$ cat config.mk
export PLATFORM = sky130hd
export DESIGN_NAME = lc3_mmio_bus_flat
export DESIGN_NICKNAME = d
export VERILOG_FILES = /design/src/rtl/lc3_mmio_bus_if.sv /design/src/rtl/lc3_mmio_bus.sv /design/src/flat_wrapper.sv
export SDC_FILE = /design/constraint.sdc
export NUM_CORES = 1
export LEC_CHECK = 0
export CAP_MARGIN = 10
export CORE_ASPECT_RATIO = 1.4
export CORE_UTILIZATION = 35
export CTS_CLUSTER_DIAMETER = 30
export DETAILED_ROUTE_END_ITERATION = 12
export SYNTH_ARGS = -nofsm -noshare
export SYNTH_HDL_FRONTEND = slang
export SYNTH_SLANG_ARGS = --single-unit
$ cat constraint.sdc
create_clock -name clk -period 5.2 [get_ports clk]
set_input_delay 0.78 -clock clk [delete_from_list [all_inputs] [get_ports clk]]
set_output_delay 0.78 -clock clk [all_outputs]
set_load 0.1 [all_outputs]
$ cat src/rtl/lc3_mmio_bus_if.sv
// Datapath-side LC3 memory bus: MAR/MDR request held until a one-cycle completion strobe.
interface lc3_mmio_bus_if;
    logic [15:0] addr;
    logic [15:0] wdata;
    logic        rd;
    logic        we;
    logic [15:0] rdata;
    logic        ready;

    modport master (output addr, wdata, rd, we, input rdata, ready);
    modport slave  (input addr, wdata, rd, we, output rdata, ready);
endinterface

$ cat src/rtl/lc3_mmio_bus.sv
// LC3 memory-bus front end: routes datapath accesses to external memory or the KBD/DSP/MCR devices.
// Optional macro LC3_KBD_IRQ_EN adds the KBSR interrupt-enable bit and the kbd_irq_o output.
module lc3_mmio_bus #(
    parameter int unsigned KBD_DEPTH = 4,
    parameter logic [15:0] IO_BASE   = 16'hFE00
) (
    input  logic                 clk,
    input  logic                 rst_n,
    lc3_mmio_bus_if.slave        bus,
    output logic                 mem_en_o,
    output logic                 mem_we_o,
    output logic [15:0]          mem_addr_o,
    output logic [15:0]          mem_wdata_o,
    input  logic [15:0]          mem_rdata_i,
    input  logic                 mem_ready_i,
    input  logic [7:0]           kbd_data_i,
    input  logic                 kbd_valid_i,
    output logic                 kbd_ready_o,
    output logic [7:0]           disp_data_o,
    output logic                 disp_valid_o,
    input  logic                 disp_ready_i,
    output logic                 run_o
`ifdef LC3_KBD_IRQ_EN
    ,
    output logic                 kbd_irq_o
`endif
);

    localparam int unsigned DATA_W = 16;
    localparam int unsigned CHAR_W = 8;
    localparam int unsigned PTR_W  = $clog2(KBD_DEPTH);
    localparam int unsigned CNT_W  = $clog2(KBD_DEPTH + 1);

    localparam logic [CNT_W-1:0]  FULL_CNT  = CNT_W'(KBD_DEPTH);
    localparam logic [DATA_W-1:0] KBSR_ADDR = IO_BASE;
    localparam logic [DATA_W-1:0] KBDR_ADDR = IO_BASE + 16'd2;
    localparam logic [DATA_W-1:0] DSR_ADDR  = IO_BASE + 16'd4;
    localparam logic [DATA_W-1:0] DDR_ADDR  = IO_BASE + 16'd6;
    localparam logic [DATA_W-1:0] MCR_ADDR  = 16'hFFFE;
    localparam logic [DATA_W-1:0] MCR_RESET = 16'h8000;

    typedef enum logic [1:0] {
        IDLE = 2'd0,
        MEM  = 2'd1,
        DONE = 2'd2
    } state_e;

    state_e              state_q, state_d;
    logic                mem_en_q, mem_en_d;
    logic                mem_we_q, mem_we_d;
    logic [DATA_W-1:0]   mem_addr_q, mem_addr_d;
    logic [DATA_W-1:0]   mem_wdata_q, mem_wdata_d;
    logic [DATA_W-1:0]   bus_rdata_q, bus_rdata_d;
    logic                bus_ready_q, bus_ready_d;
    logic [DATA_W-1:0]   mcr_q, mcr_d;

    logic [CHAR_W-1:0]   fifo_q [KBD_DEPTH];
    logic [PTR_W-1:0]    head_q, head_d;
    logic [PTR_W-1:0]    tail_q, tail_d;
    logic [CNT_W-1:0]    count_q, count_d;
    logic                kbd_ready_q, kbd_ready_d;

    logic                disp_valid_q, disp_valid_d;
    logic [CHAR_W-1:0]   disp_data_q, disp_data_d;

    logic                fifo_empty_c;
    logic                push_c;
    logic                pop_c;
    logic                ddr_wr_c;
    logic                kbsr_ie_c;
    logic [DATA_W-1:0]   dev_rdata_c;

`ifdef LC3_KBD_IRQ_EN
    logic                ie_q, ie_d;
    logic                irq_q;
    assign kbsr_ie_c = ie_q;
    assign kbd_irq_o = irq_q;
`else
    assign kbsr_ie_c = 1'b0;
`endif

    assign fifo_empty_c = (count_q == '0);
    assign push_c       = kbd_valid_i & kbd_ready_q;

    assign bus.rdata    = bus_rdata_q;
    assign bus.ready    = bus_ready_q;
    assign mem_en_o     = mem_en_q;
    assign mem_we_o     = mem_we_q;
    assign mem_addr_o   = mem_addr_q;
    assign mem_wdata_o  = mem_wdata_q;
    assign kbd_ready_o  = kbd_ready_q;
    assign disp_data_o  = disp_data_q;
    assign disp_valid_o = disp_valid_q;
    assign run_o        = mcr_q[15];

    // Device register read mux, evaluated against pre-edge state
    always_comb begin
        dev_rdata_c = '0;
        case (bus.addr)
            KBSR_ADDR: dev_rdata_c = {~fifo_empty_c, kbsr_ie_c, 14'b0};
            KBDR_ADDR: dev_rdata_c = fifo_empty_c ? '0 : {8'h00, fifo_q[head_q]};
            DSR_ADDR:  dev_rdata_c = {~disp_valid_q, 15'b0};
            DDR_ADDR:  dev_rdata_c = {8'h00, disp_data_q};
            MCR_ADDR:  dev_rdata_c = mcr_q;
            default:   dev_rdata_c = '0;
        endcase
    end

    // Access FSM: device accesses complete in IDLE, memory accesses wait in MEM
    always_comb begin
        state_d     = state_q;
        mem_en_d    = mem_en_q;
        mem_we_d    = mem_we_q;
        mem_addr_d  = mem_addr_q;
        mem_wdata_d = mem_wdata_q;
        bus_rdata_d = bus_rdata_q;
        bus_ready_d = 1'b0;
        mcr_d       = mcr_q;
        pop_c       = 1'b0;
        ddr_wr_c    = 1'b0;
`ifdef LC3_KBD_IRQ_EN
        ie_d        = ie_q;
`endif
        case (state_q)
            IDLE: begin
                if (bus.rd | bus.we) begin
                    if (bus.addr < IO_BASE) begin
                        state_d     = MEM;
                        mem_en_d    = 1'b1;
                        mem_we_d    = bus.we;
                        mem_addr_d  = bus.addr;
                        mem_wdata_d = bus.wdata;
                        bus_rdata_d = '0;
                    end else begin
                        state_d     = DONE;
                        bus_ready_d = 1'b1;
                        if (bus.we) begin
                            bus_rdata_d = '0;
                            ddr_wr_c    = (bus.addr == DDR_ADDR);
                            if (bus.addr == MCR_ADDR) begin
                                mcr_d = bus.wdata;
                            end
`ifdef LC3_KBD_IRQ_EN
                            if (bus.addr == KBSR_ADDR) begin
                                ie_d = bus.wdata[14];
                            end
`endif
                        end else begin
                            bus_rdata_d = dev_rdata_c;
                            pop_c       = (bus.addr == KBDR_ADDR) & ~fifo_empty_c;
                        end
                    end
                end
            end
            MEM: begin
                if (mem_ready_i) begin
                    state_d     = DONE;
                    bus_ready_d = 1'b1;
                    mem_en_d    = 1'b0;
                    mem_we_d    = 1'b0;
                    bus_rdata_d = mem_we_q ? '0 : mem_rdata_i;
                end
            end
            DONE: begin
                state_d = IDLE;
            end
            default: begin
                state_d = IDLE;
            end
        endcase
    end

    // Keyboard FIFO bookkeeping and display handshake
    always_comb begin
        head_d       = pop_c  ? PTR_W'(head_q + PTR_W'(1)) : head_q;
        tail_d       = push_c ? PTR_W'(tail_q + PTR_W'(1)) : tail_q;
        count_d      = count_q;
        case ({push_c, pop_c})
            2'b10:   count_d = CNT_W'(count_q + CNT_W'(1));
            2'b01:   count_d = CNT_W'(count_q - CNT_W'(1));
            default: count_d = count_q;
        endcase
        kbd_ready_d  = (count_d != FULL_CNT);

        disp_valid_d = disp_valid_q;
        disp_data_d  = disp_data_q;
        if (disp_valid_q & disp_ready_i) begin
            disp_valid_d = 1'b0;
        end
        // A write decoded while a character is pending is dropped, even if it drains this edge
        if (ddr_wr_c & ~disp_valid_q) begin
            disp_valid_d = 1'b1;
            disp_data_d  = bus.wdata[7:0];
        end
    end

    always_ff @(posedge clk) begin
        if (!rst_n) begin
            state_q      <= IDLE;
            mem_en_q     <= 1'b0;
            mem_we_q     <= 1'b0;
            mem_addr_q   <= '0;
            mem_wdata_q  <= '0;
            bus_rdata_q  <= '0;
            bus_ready_q  <= 1'b0;
            mcr_q        <= MCR_RESET;
            head_q       <= '0;
            tail_q       <= '0;
            count_q      <= '0;
            kbd_ready_q  <= 1'b1;
            disp_valid_q <= 1'b0;
            disp_data_q  <= '0;
        end else begin
            state_q      <= state_d;
            mem_en_q     <= mem_en_d;
            mem_we_q     <= mem_we_d;
            mem_addr_q   <= mem_addr_d;
            mem_wdata_q  <= mem_wdata_d;
            bus_rdata_q  <= bus_rdata_d;
            bus_ready_q  <= bus_ready_d;
            mcr_q        <= mcr_d;
            head_q       <= head_d;
            tail_q       <= tail_d;
            count_q      <= count_d;
            kbd_ready_q  <= kbd_ready_d;
            disp_valid_q <= disp_valid_d;
            disp_data_q  <= disp_data_d;
        end
    end

    // FIFO storage needs no reset; occupancy is tracked by count_q
    always_ff @(posedge clk) begin
        if (push_c) begin
            fifo_q[tail_q] <= kbd_data_i;
        end
    end

`ifdef LC3_KBD_IRQ_EN
    always_ff @(posedge clk) begin
        if (!rst_n) begin
            ie_q  <= 1'b0;
            irq_q <= 1'b0;
        end else begin
            ie_q  <= ie_d;
            irq_q <= ie_q & ~fifo_empty_c;
        end
    end
`endif

endmodule

$ cat src/flat_wrapper.sv
// flat-port wrapper written by rule: the top's interface ports become plain ports
module lc3_mmio_bus_flat 
#(
    parameter int unsigned KBD_DEPTH = 4,
    parameter logic [15:0] IO_BASE   = 16'hFE00
)
  (clk, rst_n, mem_en_o, mem_we_o, mem_addr_o, mem_wdata_o, mem_rdata_i, mem_ready_i, kbd_data_i, kbd_valid_i, kbd_ready_o, disp_data_o, disp_valid_o, disp_ready_i, run_o, bus_addr, bus_wdata, bus_rd, bus_we, bus_rdata, bus_ready);
  lc3_mmio_bus_if bus_i ();
  input  logic clk;
  input  logic rst_n;
  output logic mem_en_o;
  output logic mem_we_o;
  output logic [15:0] mem_addr_o;
  output logic [15:0] mem_wdata_o;
  input  logic [15:0] mem_rdata_i;
  input  logic mem_ready_i;
  input  logic [7:0] kbd_data_i;
  input  logic kbd_valid_i;
  output logic kbd_ready_o;
  output logic [7:0] disp_data_o;
  output logic disp_valid_o;
  input  logic disp_ready_i;
  output logic run_o;
  input wire logic [$bits(bus_i.addr)-1:0] bus_addr;
  input wire logic [$bits(bus_i.wdata)-1:0] bus_wdata;
  input wire logic [$bits(bus_i.rd)-1:0] bus_rd;
  input wire logic [$bits(bus_i.we)-1:0] bus_we;
  output wire logic [$bits(bus_i.rdata)-1:0] bus_rdata;
  output wire logic [$bits(bus_i.ready)-1:0] bus_ready;
  assign bus_i.addr = bus_addr;
  assign bus_i.wdata = bus_wdata;
  assign bus_i.rd = bus_rd;
  assign bus_i.we = bus_we;
  assign bus_rdata = bus_i.rdata;
  assign bus_ready = bus_i.ready;
  lc3_mmio_bus #(.KBD_DEPTH(KBD_DEPTH), .IO_BASE(IO_BASE)) u_core (.clk(clk), .rst_n(rst_n), .bus(bus_i), .mem_en_o(mem_en_o), .mem_we_o(mem_we_o), .mem_addr_o(mem_addr_o), .mem_wdata_o(mem_wdata_o), .mem_rdata_i(mem_rdata_i), .mem_ready_i(mem_ready_i), .kbd_data_i(kbd_data_i), .kbd_valid_i(kbd_valid_i), .kbd_ready_o(kbd_ready_o), .disp_data_o(disp_data_o), .disp_valid_o(disp_valid_o), .disp_ready_i(disp_ready_i), .run_o(run_o));
endmodule
# [Word level (Yosys, flattened, before mapping)]
# Memories as Yosys holds them, arrays and structs flattened. A register that Yosys moved wholly into a read port is not among the register bits.
# Index checks and enable logic that the tools add are counted.
[classes] addsub=4 order_cmp=1 eq_ne=12 n_mux=38 bitwise=8 reduce_logical=9
[ops] op="== test 16 bit, second input constant" n=5
[ops] op="2-to-1 mux 16 bit" n=5
[ops] op="one-hot mux 16 bit (5 select lines)" n=1
[ops] op="one-hot mux 16 bit (2 select lines)" n=1
[ops] op="2-to-1 mux 1 bit" n=20
[ops] op="less-than comparator 16 bit, second input constant" n=1
[ops] op="2-to-1 mux 2 bit" n=5
[ops] op="2-to-1 mux 8 bit" n=1
[ops] op="one-hot mux 1 bit (2 select lines)" n=3
[ops] op="one-hot mux 3 bit (2 select lines)" n=1
[ops] op="AND reduction 3 bit" n=2
[ops] op="AND reduction 5 bit" n=1
[ops] op="adder 2 x 1 -> 2 bit, second input constant" n=2
[ops] op="AND 1 bit" n=4
[ops] op="== test 2 x 1 -> 1 bit, second input constant" n=2
[ops] op="!= test 2 x 1 -> 1 bit, second input constant" n=2
[ops] op="one-hot mux 2 bit (2 select lines)" n=1
[ops] op="AND reduction 4 bit" n=1
[ops] op="nonzero test 2 bit" n=2
[ops] op="adder 3 x 1 -> 3 bit, second input constant" n=1
[ops] op="logical NOT 3 bit" n=1
[ops] op="!= test 3 bit, second input constant" n=1
[ops] op="NOT 1 bit" n=3
[ops] op="subtractor 3 x 1 -> 3 bit, second input constant" n=1
[ops] op="other kinds (5)" n=5
[word_totals] reg_bits=86 ram_bits=32 inputBits=63 output_inout_bits=62 elab_cells=87 mem_count=1
[memory_table] memory="u_core.fifo_q" depth=4 word_bits=8 rd=1 rd_ports_with_merged_regs=1 wr=1 line_no="lc3_mmio_bus.sv:57" rtl="logic [CHAR_W-1:0] fifo_q [KBD_DEPTH];"

# [Longest topological paths before layout]
# Gate-level depths: netlist of the first run.
[depth] depth_word=10 mapped_depth=11 mapped_depth_nobuf=10

# [Worst setup path after synthesis of the first run]
# OpenSTA, ideal clock, no wires.
[synth_timing] path_kind="input to register" from="input bus_addr[5]" to="register u_core.kbd_ready_q (netlist: u_core.kbd_ready_o)" setup_ps=119 arrival_ps=3130 t_required_ps=5081 setup_slack_ps=1950 cell_stages=11 path_buffers=1 path_cell_list="or4_4 nor4_4 buf_4 and3_1 ha_1 inv_1 fa_1 xor2_1 or3_1 a21oi_1 nand2_1"
[synth_via] elab_chain_cells=9 elab_cells_between_ends=11 cone_classes="1 x order compare; 4 x eq/ne; 5 x mux; 1 x bitwise"
[synth_rtl] element="from (decl)" line_no="flat_wrapper.sv:24" rtl="input wire logic [$bits(bus_i.addr)-1:0] bus_addr;"
[synth_rtl] element="parallel branches: the longest is 3 deep, another holds less-than comparator 16 bit"
[synth_rtl] element="2-to-1 mux 1 bit (*)" line_no="lc3_mmio_bus.sv:127" rtl="if (bus.addr < IO_BASE) begin"
[synth_rtl] element="2-to-1 mux 1 bit (*)" line_no="lc3_mmio_bus.sv:126" rtl="if (bus.rd | bus.we) begin"
[synth_rtl] element="2-to-1 mux 1 bit (*)" line_no="lc3_mmio_bus.sv:124" rtl="case (state_q)"
[synth_rtl] element="net u_core.pop_c" line_no="lc3_mmio_bus.sv:68" rtl="logic pop_c;"
[synth_rtl] element="== test 2 x 1 -> 1 bit / == test 2 bit (equally long branches)" line_no="lc3_mmio_bus.sv:178" rtl="case ({push_c, pop_c})"
[synth_rtl] element="one-hot mux 3 bit (2 select lines) (*)" line_no="lc3_mmio_bus.sv:178"
[synth_rtl] element="!= test 3 bit (*)" line_no="lc3_mmio_bus.sv:183" rtl="kbd_ready_d = (count_d != FULL_CNT);"
[synth_rtl] element="to (signal assigned)" line_no="lc3_mmio_bus.sv:225" rtl="kbd_ready_q <= kbd_ready_d;"
[synth_rtl] element="to (decl)" line_no="lc3_mmio_bus.sv:61" rtl="logic kbd_ready_q, kbd_ready_d;"
# Mark *: on every way through the listed nets, which the timed path passes.
# A chain may end at the register's enable or synchronous reset.

# [Worst setup path in the final report of the first run]
# Ends and elaborated chain as after synthesis.

==> results.txt, run 1 <==
----------------------------------------------------
[Run status]
  Result of the run ... completed

[Global route]
  First-pass GRT wire length ... roughly 25000 microns
  Overflow left after global routing ... 0
  Pin count of the biggest net entering global routing ... 66
  Global-route total usage across every layer ... 0.2067
  Number of global-route vias before repair ... 4699
  Initial antenna violation count ... 0

[Synth]
  Async set-reset flop share out of synthesis ... 0
  Post-Syn Instances ... roughly 530
  Sequential cell area fraction in the yosys report ... 0.5209
  Mean instance size in the synthesized netlist ... 9.824 sq um
  Area fraction of the dominant cell type after synthesis ... 0.3371
  Area contributors post-synth ... sky130_fd_sc_hd__dfxtp_1 34%, sky130_fd_sc_hd__edfxtp_1 18%, sky130_fd_sc_hd__a21oi_1 7.4%
  Synth warn ... 0
  Synthesized area ... 5226 sq um
  Distinct cell type count of the synthesized netlist ... 53
  Most used DFF post-synth ... sky130_fd_sc_hd__dfxtp_1
  Count of flip-flops with a built-in enable after synthesis ... 32
  Register bit count reported by yosys ... 120
  Net count after synthesis ... 601
  Largest area contributor in the synthesized netlist ... sky130_fd_sc_hd__dfxtp_1

[CTS]
  Clock slew at reported path FFs ... 0.06 ns
  Clock latency on the worst-skew pair ... 0.41 ns
  H-tree Lvls ... 4
  Cell at the root of the clock tree ... sky130_fd_sc_hd__clkbuf_16
  PostCTS Resize Cnt ... 0
  Buffer depth of the longest clock path ... 2
  Number of sinks on the clock net ... 120
  Setup fix buffers added after clock tree synthesis ... 0
  Clock tree from TritonCTS ... built
  Hold Buf Count CTS ... 0
  Number of buffers created by CTS ... 17

[Worst setup path]
  Startpoint kind of the worst setup timing path ... input pin
  Buf+Inv Stages, Crit Path ... 2
  CP required ... between 5 and 6 ns
  Crit path DAT ... roughly 4 ns
  Worst Path Class, Setup ... in2reg
  Type of element capturing the critical path ... register
  Largest incremental delay on the critical path ... approximately 0.63 ns
  Crit path cell chain ... clkdlybuf4s50_1 > or4_4 > nor4_4 > and3_1 > ha_1 > inv_1 > fa_1 > xor2_1 > or3_1 > a21oi_1 > nand2_1
  Slowest stage cell on the critical path ... sky130_fd_sc_hd__or4_4
  Max Fanout on Critical Path ... 13
  Dominant delay contributor by cell family on the critical path ... simple AND/OR/NAND/NOR gates

[Placement]
  HPWL after detailed placement ... 10980 microns
  GP Congestion ... ~0.79
  IO buf count ... 124

[Floorplan]
  Horiz. Die Dim ... 105.3 microns
  Height of the die ... 146.6 microns
  Area enclosed by the die boundary ... about 15000 sq um
  Core box area ... 14510 sq um
  Initial Util ... 0.3602
  Rows ... 52
  Number of top-level pins ... 125

[STA]
  Setup clock skew after layout ... 0.006531 ns
  Unrepaired setup endpoints after global routing ... no
  Clock period minus final worst setup slack ... 3.813 ns
  Top achievable clock speed ... between 200 and 300 MHz
  Hold Vio Cnt, Final ... 0
  Worst-Margin Slew ... 1.227 ns
  TNS Setup ... 0 ns
  Period Utilization, post-route ... 0.7332
  Number of pins exceeding their max-slew limit in the final report ... 0
  Rel. slew slack ... 0.1818
  Count of final setup violators ... 0
  Hold slack final ... 0.4530 ns

[Pwr]
  Static leakage power ... 2.406 nW
  Cell area power density ... ~400 nW/um^2
  Maximum vdd ir drop ... 0.2240 mV

[Drt]
  DR vias ... between 4000 and 5000
  DR pass1 iterations ... 5
  Number of nets with antenna violations after routing ... 0
  Final Routed Wirelength ... 15610 microns
  Detailed-route vias per instance ... 5.538
  Number of remaining DRC errors ... 0
  Routed wirelength normalized by instance count ... 18.65 microns
  Violation count after the first detailed-route iteration ... 333

[Cells and area]
  Commonest cells after routing, fill and taps aside ... 124 x sky130_fd_sc_hd__clkdlybuf4s50_1, 88 x sky130_fd_sc_hd__dfxtp_1, 77 x sky130_fd_sc_hd__a21oi_1
  Share of cells above drive strength 1 ... 0.09414
  Layout-stage area growth over the synthesis result ... 36.82%
  Core utilization of the finished layout ... 0.4928
  Final layout net count ... 704
  Leading cell type in the layout, fill and taps excluded ... sky130_fd_sc_hd__clkdlybuf4s50_1
  Number of antenna cells inserted ... 0

[Run]
  Total of max-cap violations ... 0

[Worst hold path]
  Hold/Removal Path Class ... reg2reg

----------------------------------------------------
[report_power, final]
part,leakage (nW),switching [mW],internal (mW)
Combinational,1.10,0.406,0.156
Clock,0.291,0.459,0.766
Sequential,1.01,0.0282,1.01
Total,2.41,0.894,1.93
[area by class of cell]
cell class / count / area, sq um
fillers: 1354 / 7358
flip-flops and latches: 120 / 2723
multi-input cells: 353 / 2238
repair buffers: 130 / 1286
clock buffers: 17 / 425.4
well taps: 189 / 236.5
clock inverters: 15 / 192.7
inverters: 13 / 48.80
[kinds of logic (layout without fill, tap and decap cells)]
family	after synthesis	in the layout	share of synthesized area
flip-flops	120	120	0.5209
AND/OR/NAND/NOR	184	184	0.1958
AO/OA/AOI/OAI	150	150	0.1733
buffers and inverters	59	175	0.05076
XOR/XNOR	3	3	0.005028
adder cells (fa/ha/maj)	6	6	0.01580
multiplexers	10	10	0.03830
[registers in the layout, summed over array words and instances, names as in the netlist, named ones only]
signal               flops
u_core.mem_wdata_o      16
u_core.mem_addr_o       16
u_core.head_q            2
u_core.tail_q            2
u_core.kbd_ready_o       1
u_core.count_q           3
u_core.disp_data_o       8
u_core.bus.rdata        16
u_core.fifo_q           32
u_core.state_q           2
u_core.mem_en_o          1
u_core.disp_valid_o      1
u_core.mem_we_o          1
u_core.bus.ready         1
u_core.mcr_q            16
[Yosys cell counts, types with 9 or more instances]
cell type                  instances
sky130_fd_sc_hd__inv_1            13
sky130_fd_sc_hd__a21oi_1          77
sky130_fd_sc_hd__buf_2            14
sky130_fd_sc_hd__nand2_1          70
sky130_fd_sc_hd__and2_1            9
sky130_fd_sc_hd__edfxtp_1         32
sky130_fd_sc_hd__nand4_1          37
sky130_fd_sc_hd__o21ai_0          14
sky130_fd_sc_hd__a31oi_1          10
sky130_fd_sc_hd__o31ai_1          28
sky130_fd_sc_hd__nand3_1          18
sky130_fd_sc_hd__dfxtp_1          88
sky130_fd_sc_hd__clkbuf_1         24
[worst reg2reg max path, stage by stage (launching register included)]
cell                      delay, ns
sky130_fd_sc_hd__dfxtp_1       0.46
sky130_fd_sc_hd__or2_1         0.32
sky130_fd_sc_hd__nor4_1        0.43
sky130_fd_sc_hd__and3_1        0.24
sky130_fd_sc_hd__ha_1          0.18
sky130_fd_sc_hd__inv_1         0.06
sky130_fd_sc_hd__fa_1          0.37
sky130_fd_sc_hd__xor2_1        0.17
sky130_fd_sc_hd__or3_1         0.31
sky130_fd_sc_hd__a21oi_1       0.23
sky130_fd_sc_hd__nand2_1       0.11
[per-stage QoR]
stage / cells / total power [mW] / setup WS (ns) / cell area [sq um]
after floorplan: 532 / 1.447 / 1.950 / 5226
after global placement: 805 / 1.613 / 1.156 / 6533
after detailed placement: 805 / 1.621 / 1.034 / 6533
after CTS: 837 / 2.844 / 1.397 / 7151
after global routing: 837 / 2.921 / 1.244 / 7151
final: 837 / 2.827 / 1.387 / 7151
[final timing paths]
path / start / end / slack (ns) / depth (start not counted)
hold / removal: u_core.mem_addr_o[5] / u_core.mem_addr_o[5] / 0.45 / 2
setup reg to reg: u_core.state_q[1] / u_core.kbd_ready_o / 2.19 / 10
hold reg to reg: u_core.mem_addr_o[5] / u_core.mem_addr_o[5] / 0.45 / 2
setup / recovery: bus_addr[5] / u_core.kbd_ready_o / 1.39 / 11
[metal layers]
layer,vias to the layer above,global-route usage,wire [microns]
li1,2194,-,-
met1,2197,0.2428,6442
met2,200,0.3500,7689
met3,44,0.04777,882
met4,0,0.1056,596
met5,-,0,0
(Power assumes the default switching activity.)
==> inputs of run 2 (changes only) <==
==> constraint.sdc (replaced) <==
create_clock -name clk -period 3.1 [get_ports clk]
set_input_delay 0.465 -clock clk [delete_from_list [all_inputs] [get_ports clk]]
set_output_delay 0.465 -clock clk [all_outputs]
set_load 0.1 [all_outputs]
==> run 2 against run 1 <==
Net effect:
- hold slack better by 0.0043 ns
- combinational power up 69%
- clock-buffer cell count unchanged
- wire length up 2.7%
- sequential share of layout area down 0.60 points
- register-to-register slack worse by 1.9 ns
- critical path type unchanged
- worst setup slack worse by 1.2 ns
==> results.txt, run 2 (synthesis results as in run 1) <==
----------------------------------------------------
[Pwr]
  Fraction of power spent switching nets ... 0.3164
  Comb power frac ... 0.201
  Sequential fraction of design power ... 0.367
  Overall power after layout ... 4.746 mW
  Internal power ... 3.244 mW
  Cell area power density ... between 600 and 700 nW/um^2
  Clock Power Share ... 0.432
  P_sw ... between 1.5 and 2 mW
  Maximum vdd ir drop ... 0.4175 mV
  Static leakage power ... 2.678 nW

[Worst setup path]
  Type of element capturing the critical path ... register
  Worst Path Class, Setup ... in2reg
  Crit path DAT ... 3.24 ns
  CP required ... 3.39 ns
  Max Fanout on Critical Path ... 5
  Startpoint kind of the worst setup timing path ... input pin

[Floorplan]
  Number of top-level pins ... between 100 and 150
  Area enclosed by the die boundary ... 15430 sq um
  Core box area ... 14510 sq um
  Height of the die ... 146.6 microns
  Initial Util ... 0.3602
  Horiz. Die Dim ... 105.3 microns
  Rows ... 52

[Drt]
  DR pass1 iterations ... 5
  Number of remaining DRC errors ... 0
  Number of nets with antenna violations after routing ... 0
  Detailed-route vias per instance ... 5.494
  DR vias ... 4785
  Final Routed Wirelength ... 16030 microns
  Violation count after the first detailed-route iteration ... 344
  Routed wirelength normalized by instance count ... 18.41 microns

[Cells and area]
  Final layout net count ... 738
  Share of cells above drive strength 1 ... 0.2317
  Commonest cells after routing, fill and taps aside ... 101 x sky130_fd_sc_hd__buf_4, 88 x sky130_fd_sc_hd__dfxtp_1, 76 x sky130_fd_sc_hd__a21oi_1
  Biggest register ... u_core.fifo_q
  Leading cell type in the layout, fill and taps excluded ... sky130_fd_sc_hd__buf_4
  Layout-stage area growth over the synthesis result ... 39.02%
  Largest register FFs ... 32
  Number of antenna cells inserted ... 0
  Non-filler instance count after layout ... 871

[CTS]
  Clock latency on the worst-skew pair ... 0.41 ns
  Number of buffers created by CTS ... 17
  H-tree Lvls ... 4
  Buffer depth of the longest clock path ... 2
  Clock slew at reported path FFs ... roughly 0.060 ns
  Clock tree from TritonCTS ... built
  Number of sinks on the clock net ... 120
  Setup fix buffers added after clock tree synthesis ... 0
  Cell at the root of the clock tree ... sky130_fd_sc_hd__clkbuf_16

[STA]
  Setup clock skew after layout ... 0.004797 ns
  Hold Vio Cnt, Final ... 0
  Clock period minus final worst setup slack ... 2.943 ns
  Rel. slew slack ... 0.3162
  TNS Setup ... 0 ns
  Count of final setup violators ... 0
  Worst-Margin Slew ... 1.026 ns
  Period Utilization, post-route ... 0.9493
  Number of pins exceeding their max-slew limit in the final report ... 0
  Top achievable clock speed ... 339.8 MHz

[Global route]
  Global-route total usage across every layer ... 0.2114
  First-pass GRT wire length ... 25100 microns
  Number of global-route vias before repair ... between 4000 and 5000
  Pin count of the biggest net entering global routing ... 45
  Overflow left after global routing ... 0
  Initial antenna violation count ... 0

[Run status]
  Result of the run ... completed

[Placement]
  IO buf count ... 124
  HPWL after detailed placement ... ~12000 microns
  Cells after DPL ... 839
  GP Congestion ... 0.8810

[Run]
  Total of max-cap violations ... 0

[Worst hold path]
  Hold/Removal Path Class ... reg2reg

----------------------------------------------------
-- run 2: cell count changes in the layout (fill, tap and decap cells not counted), sizes merged --
| cell | before | now |
|---|---|---|
| clkinvlp | 4 | 5 |
| clkinv | 2 | 0 |
| clkdlybuf4s50 | 124 | 62 |
| buf | 6 | 102 |
| inv | 19 | 20 |
-- run 2: path summary, 6_finish.rpt --
kind                                            start  slack (ns)                     to  cells after the start
worst min-delay path            u_core.mem_wdata_o[3]        0.46  u_core.mem_wdata_o[3]                      2
worst min register to register  u_core.mem_wdata_o[3]        0.46  u_core.mem_wdata_o[3]                      2
worst max-delay path                     bus_addr[15]        0.16     u_core.kbd_ready_o                     12
worst max register to register      u_core.state_q[0]        0.31     u_core.kbd_ready_o                     11
-- run 2: final cells by class --
| type | instances | area, sq um |
|---|---|---|
| fill | 1347 | 7243 |
| sequential | 120 | 2723 |
| multi-input combinational | 353 | 2242 |
| timing repair buffer | 164 | 1399 |
| clock buffer | 17 | 425.4 |
| tap | 189 | 236.5 |
| clock inverter | 15 | 191.4 |
| inverter | 13 | 48.80 |
-- run 2: critical path: stages --
cell,delay (ns)
sky130_fd_sc_hd__clkdlybuf4s50_1,0.53
sky130_fd_sc_hd__nand4_2,0.19
sky130_fd_sc_hd__buf_4,0.20
sky130_fd_sc_hd__nor4_4,0.26
sky130_fd_sc_hd__and3_1,0.20
sky130_fd_sc_hd__ha_1,0.17
sky130_fd_sc_hd__inv_1,0.06
sky130_fd_sc_hd__fa_1,0.38
sky130_fd_sc_hd__xor2_1,0.16
sky130_fd_sc_hd__or3_1,0.36
sky130_fd_sc_hd__a21oi_2,0.20
sky130_fd_sc_hd__nand2_1,0.07
-- run 2: metrics by stage --
stage          hold slack, ns  utilization  cell area, sq um  setup WS [ns]
2_1_floorplan          0.4486            -              5226         0.1653
3_3_place_gp           0.4449       0.4580              6645        -0.1072
3_5_place_dp           0.4495       0.4580              6645        -0.2199
4_1_cts                0.4576       0.5005              7262         0.1941
5_1_grt                0.4723       0.5008              7266       -0.02369
6_report               0.4574       0.5008              7266         0.1572
-- run 2: layer usage --
metal  vias to the layer above  GRT usage  wire length (microns)  share of wire
met3                        36    0.03884                    833          0.052
met1                      2306     0.2479                   6441           0.40
met2                       182     0.3641                   8170           0.51
met4                         0     0.1113                    587          0.037
li1                       2261          -                      -              -
met5                         -          0                      0              0
-- run 2: timing repair --
action,4_1_cts,5_1_grt
hold buffers,0,0
setup endpoints to repair,0,1
resized for setup,0,1
-- run 2: power by group through the flow --
stage	registers [mW]	logic, mW	clock network [mW]
3_3_place_gp	1.77	0.944	0
3_5_place_dp	1.77	0.955	0
4_1_cts	1.74	0.957	2.08
5_1_grt	1.75	1.00	2.15
6_report	1.74	0.954	2.05
2_1_floorplan	2.17	0.256	0
==> inputs of run 3 (changes only) <==
--- a/config.mk
+++ b/config.mk
@@ -10,6 +10,7 @@
 export CORE_UTILIZATION = 35
 export CTS_CLUSTER_DIAMETER = 30
 export DETAILED_ROUTE_END_ITERATION = 12
+export PLACE_DENSITY_LB_ADDON = 0.1
 export SYNTH_ARGS = -nofsm -noshare
 export SYNTH_HDL_FRONTEND = slang
 export SYNTH_SLANG_ARGS = --single-unit
==> constraint.sdc (replaced) <==
create_clock -name clk -period 2.9 [get_ports clk]
set_input_delay 0.435 -clock clk [delete_from_list [all_inputs] [get_ports clk]]
set_output_delay 0.435 -clock clk [all_outputs]
set_load 0.1 [all_outputs]
==> run 3 against run 2 <==
Net effect:
- sequential cell count is the same
- wire length increased by 1.3%
- clock power up 8%
- total power up 7.7%
- global-route usage hardly changed
- final cell count increased by 0.69%
- first-iteration DRC count increased by 1.7%
- clock-buffer cell count up 8
- combinational power increased by 9%
- hold slack got worse by 0.080 ns
- register-to-register slack improved by 0.03 ns
- worst setup slack lost 0.027 ns
- largest cell class unchanged
==> results.txt, run 3 (synthesis results as in run 1) <==
----------------------------------------------------
[CTS]
  Clock slew at reported path FFs ... 0.06 ns
  Buffer depth of the longest clock path ... 2
  H-tree Lvls ... 4
  Clock tree from TritonCTS ... built
  Number of buffers created by CTS ... 17
  Clock latency on the worst-skew pair ... 0.41 ns
  Cell at the root of the clock tree ... sky130_fd_sc_hd__clkbuf_16
  Number of sinks on the clock net ... 120

[Placement]
  HPWL after detailed placement ... 11640 microns
  IO buf count ... 124
  Cells after DPL ... 844
  GP Congestion ... 0.8216
  Minimum setup slack after placement ... -0.3941 ns
  Placed inst area ... around 6700 sq um

[Floorplan]
  Area enclosed by the die boundary ... between 15000 and 20000 sq um
  Rows ... between 50 and 60
  Horiz. Die Dim ... 105.3 microns
  Height of the die ... between 100 and 150 microns
  Number of top-level pins ... 125
  Core box area ... 14510 sq um
  Initial Util ... 0.3602

[Worst setup path]
  Crit path DAT ... 3.06 ns
  Worst Path Class, Setup ... in2reg
  CP required ... 3.19 ns
  Max Fanout on Critical Path ... 2
  Type of element capturing the critical path ... register
  Startpoint kind of the worst setup timing path ... input pin

[STA]
  TNS Setup ... 0 ns
  Count of final setup violators ... 0
  Top achievable clock speed ... 361.0 MHz
  Hold Vio Cnt, Final ... 0
  Hold slack final ... ~0.38 ns
  Worst-Margin Slew ... ~0.62 ns
  Setup clock skew after layout ... 0.008703 ns
  Period Utilization, post-route ... 0.9552
  Rel. slew slack ... 0.5865
  Clock period minus final worst setup slack ... 2.770 ns
  Number of pins exceeding their max-slew limit in the final report ... 0
  Final critical-path setup slack ... 0.1299 ns

[Drt]
  Number of nets with antenna violations after routing ... 0
  Routed wirelength normalized by instance count ... roughly 19 microns
  DR pass1 iterations ... 7
  Violation count after the first detailed-route iteration ... 350
  Final Routed Wirelength ... 16240 microns
  DR vias ... 4716
  Detailed-route vias per instance ... 5.377
  Number of remaining DRC errors ... 0

[Pwr]
  Maximum vdd ir drop ... between 0.3 and 0.4 mV
  Cell area power density ... 692.9 nW/um^2
  Static leakage power ... 2.779 nW

[Cells and area]
  Layout-stage area growth over the synthesis result ... 41.08%
  Largest register FFs ... 32
  Finished Cell Area ... 7373 sq um
  Leading cell type in the layout, fill and taps excluded ... sky130_fd_sc_hd__buf_4
  Biggest register ... u_core.fifo_q
  Fillers ... about 1400
  Number of antenna cells inserted ... 0
  Commonest cells after routing, fill and taps aside ... 105 x sky130_fd_sc_hd__buf_4, 88 x sky130_fd_sc_hd__dfxtp_1, 76 x sky130_fd_sc_hd__a21oi_1
  Share of cells above drive strength 1 ... 0.2413
  Final layout net count ... 744
  Non-filler instance count after layout ... 877

[Global route]
  Global-route total usage across every layer ... 0.2119
  Initial antenna violation count ... 0
  Number of global-route vias before repair ... 4765
  Overflow left after global routing ... 0
  First-pass GRT wire length ... 25070 microns
  Pin count of the biggest net entering global routing ... 45

[Run]
  Total of max-cap violations ... 0

[Worst hold path]
  Hold/Removal Path Class ... in2reg

[Run status]
  Result of the run ... completed

----------------------------------------------------
## run 3: changes by cell type in the layout (fill, tap and decap cells not counted), moves of 3 or more
cell,before,now
sky130_fd_sc_hd__clkbuf_8,0,5
sky130_fd_sc_hd__clkinvlp_4,4,0
sky130_fd_sc_hd__clkdlybuf4s50_1,62,57
sky130_fd_sc_hd__dlymetal6s2s_1,0,5
sky130_fd_sc_hd__inv_6,5,0
sky130_fd_sc_hd__buf_4,101,105
sky130_fd_sc_hd__clkbuf_1,0,3
## run 3: layout make-up
| cell class | instances | area [sq um] | share of cell area |
|---|---|---|---|
| Multi-Input combinational cell | 353 | 2263 | 0.3070 |
| Clock inverter | 7 | 115.1 | 0.01561 |
| Tap cell | 189 | 236.5 | 0.03207 |
| Inverter | 13 | 48.80 | 0.006618 |
| Clock buffer | 25 | 505.5 | 0.06856 |
| Timing Repair Buffer | 170 | 1481 | 0.2009 |
| Sequential cell | 120 | 2723 | 0.3693 |
## run 3: repair_timing
action,4_1_cts,5_1_grt
hold buffers,0,0
buffers inserted,0,1
gates resized for setup,0,11
setup endpoints to repair,0,2
## run 3: power breakdown
group | internal, mW | leakage [nW] | switching, mW
Combinational | 0.295 | 1.46 | 0.746
Clock | 1.47 | 0.308 | 0.747
Sequential | 1.81 | 1.01 | 0.0417
## run 3: stage by stage
stage          total power, mW    util
2_1_floorplan            2.595       -
3_3_place_gp             2.921  0.4623
3_5_place_dp             2.932  0.4623
4_1_cts                  5.155  0.5051
5_1_grt                  5.284  0.5082
6_report                 5.109  0.5082
## run 3: worst max-delay path, cell delays in order
cell and delay, ns:
sky130_fd_sc_hd__clkdlybuf4s50_1 0.42, sky130_fd_sc_hd__or3_4 0.43, sky130_fd_sc_hd__nor4_4 0.24, sky130_fd_sc_hd__and3_4 0.22, sky130_fd_sc_hd__ha_2 0.18, sky130_fd_sc_hd__inv_1 0.05, sky130_fd_sc_hd__fa_2 0.33, sky130_fd_sc_hd__xor2_1 0.16
sky130_fd_sc_hd__or3_1 0.37, sky130_fd_sc_hd__a21oi_2 0.15, sky130_fd_sc_hd__nand2_1 0.07
## run 3: path summary, 6_finish.rpt
path	cells past startpoint	slack [ns]	to	startpoint
max	11	0.13	u_core.kbd_ready_o	bus_addr[0]
min	3	0.38	u_core.mem_addr_o[3]	bus_addr[3]
max reg2reg	11	0.34	u_core.kbd_ready_o	u_core.state_q[0]
min reg2reg	2	0.45	u_core.mem_wdata_o[14]	u_core.mem_wdata_o[14]
## run 3: routing by layer
metal  GRT usage  up-vias  share of wire
met5           0        -              0
met4     0.08169        0          0.020
met3     0.04821       21          0.051
met2      0.3691      145           0.51
met1      0.2511     2273           0.42
li1            -     2277              -
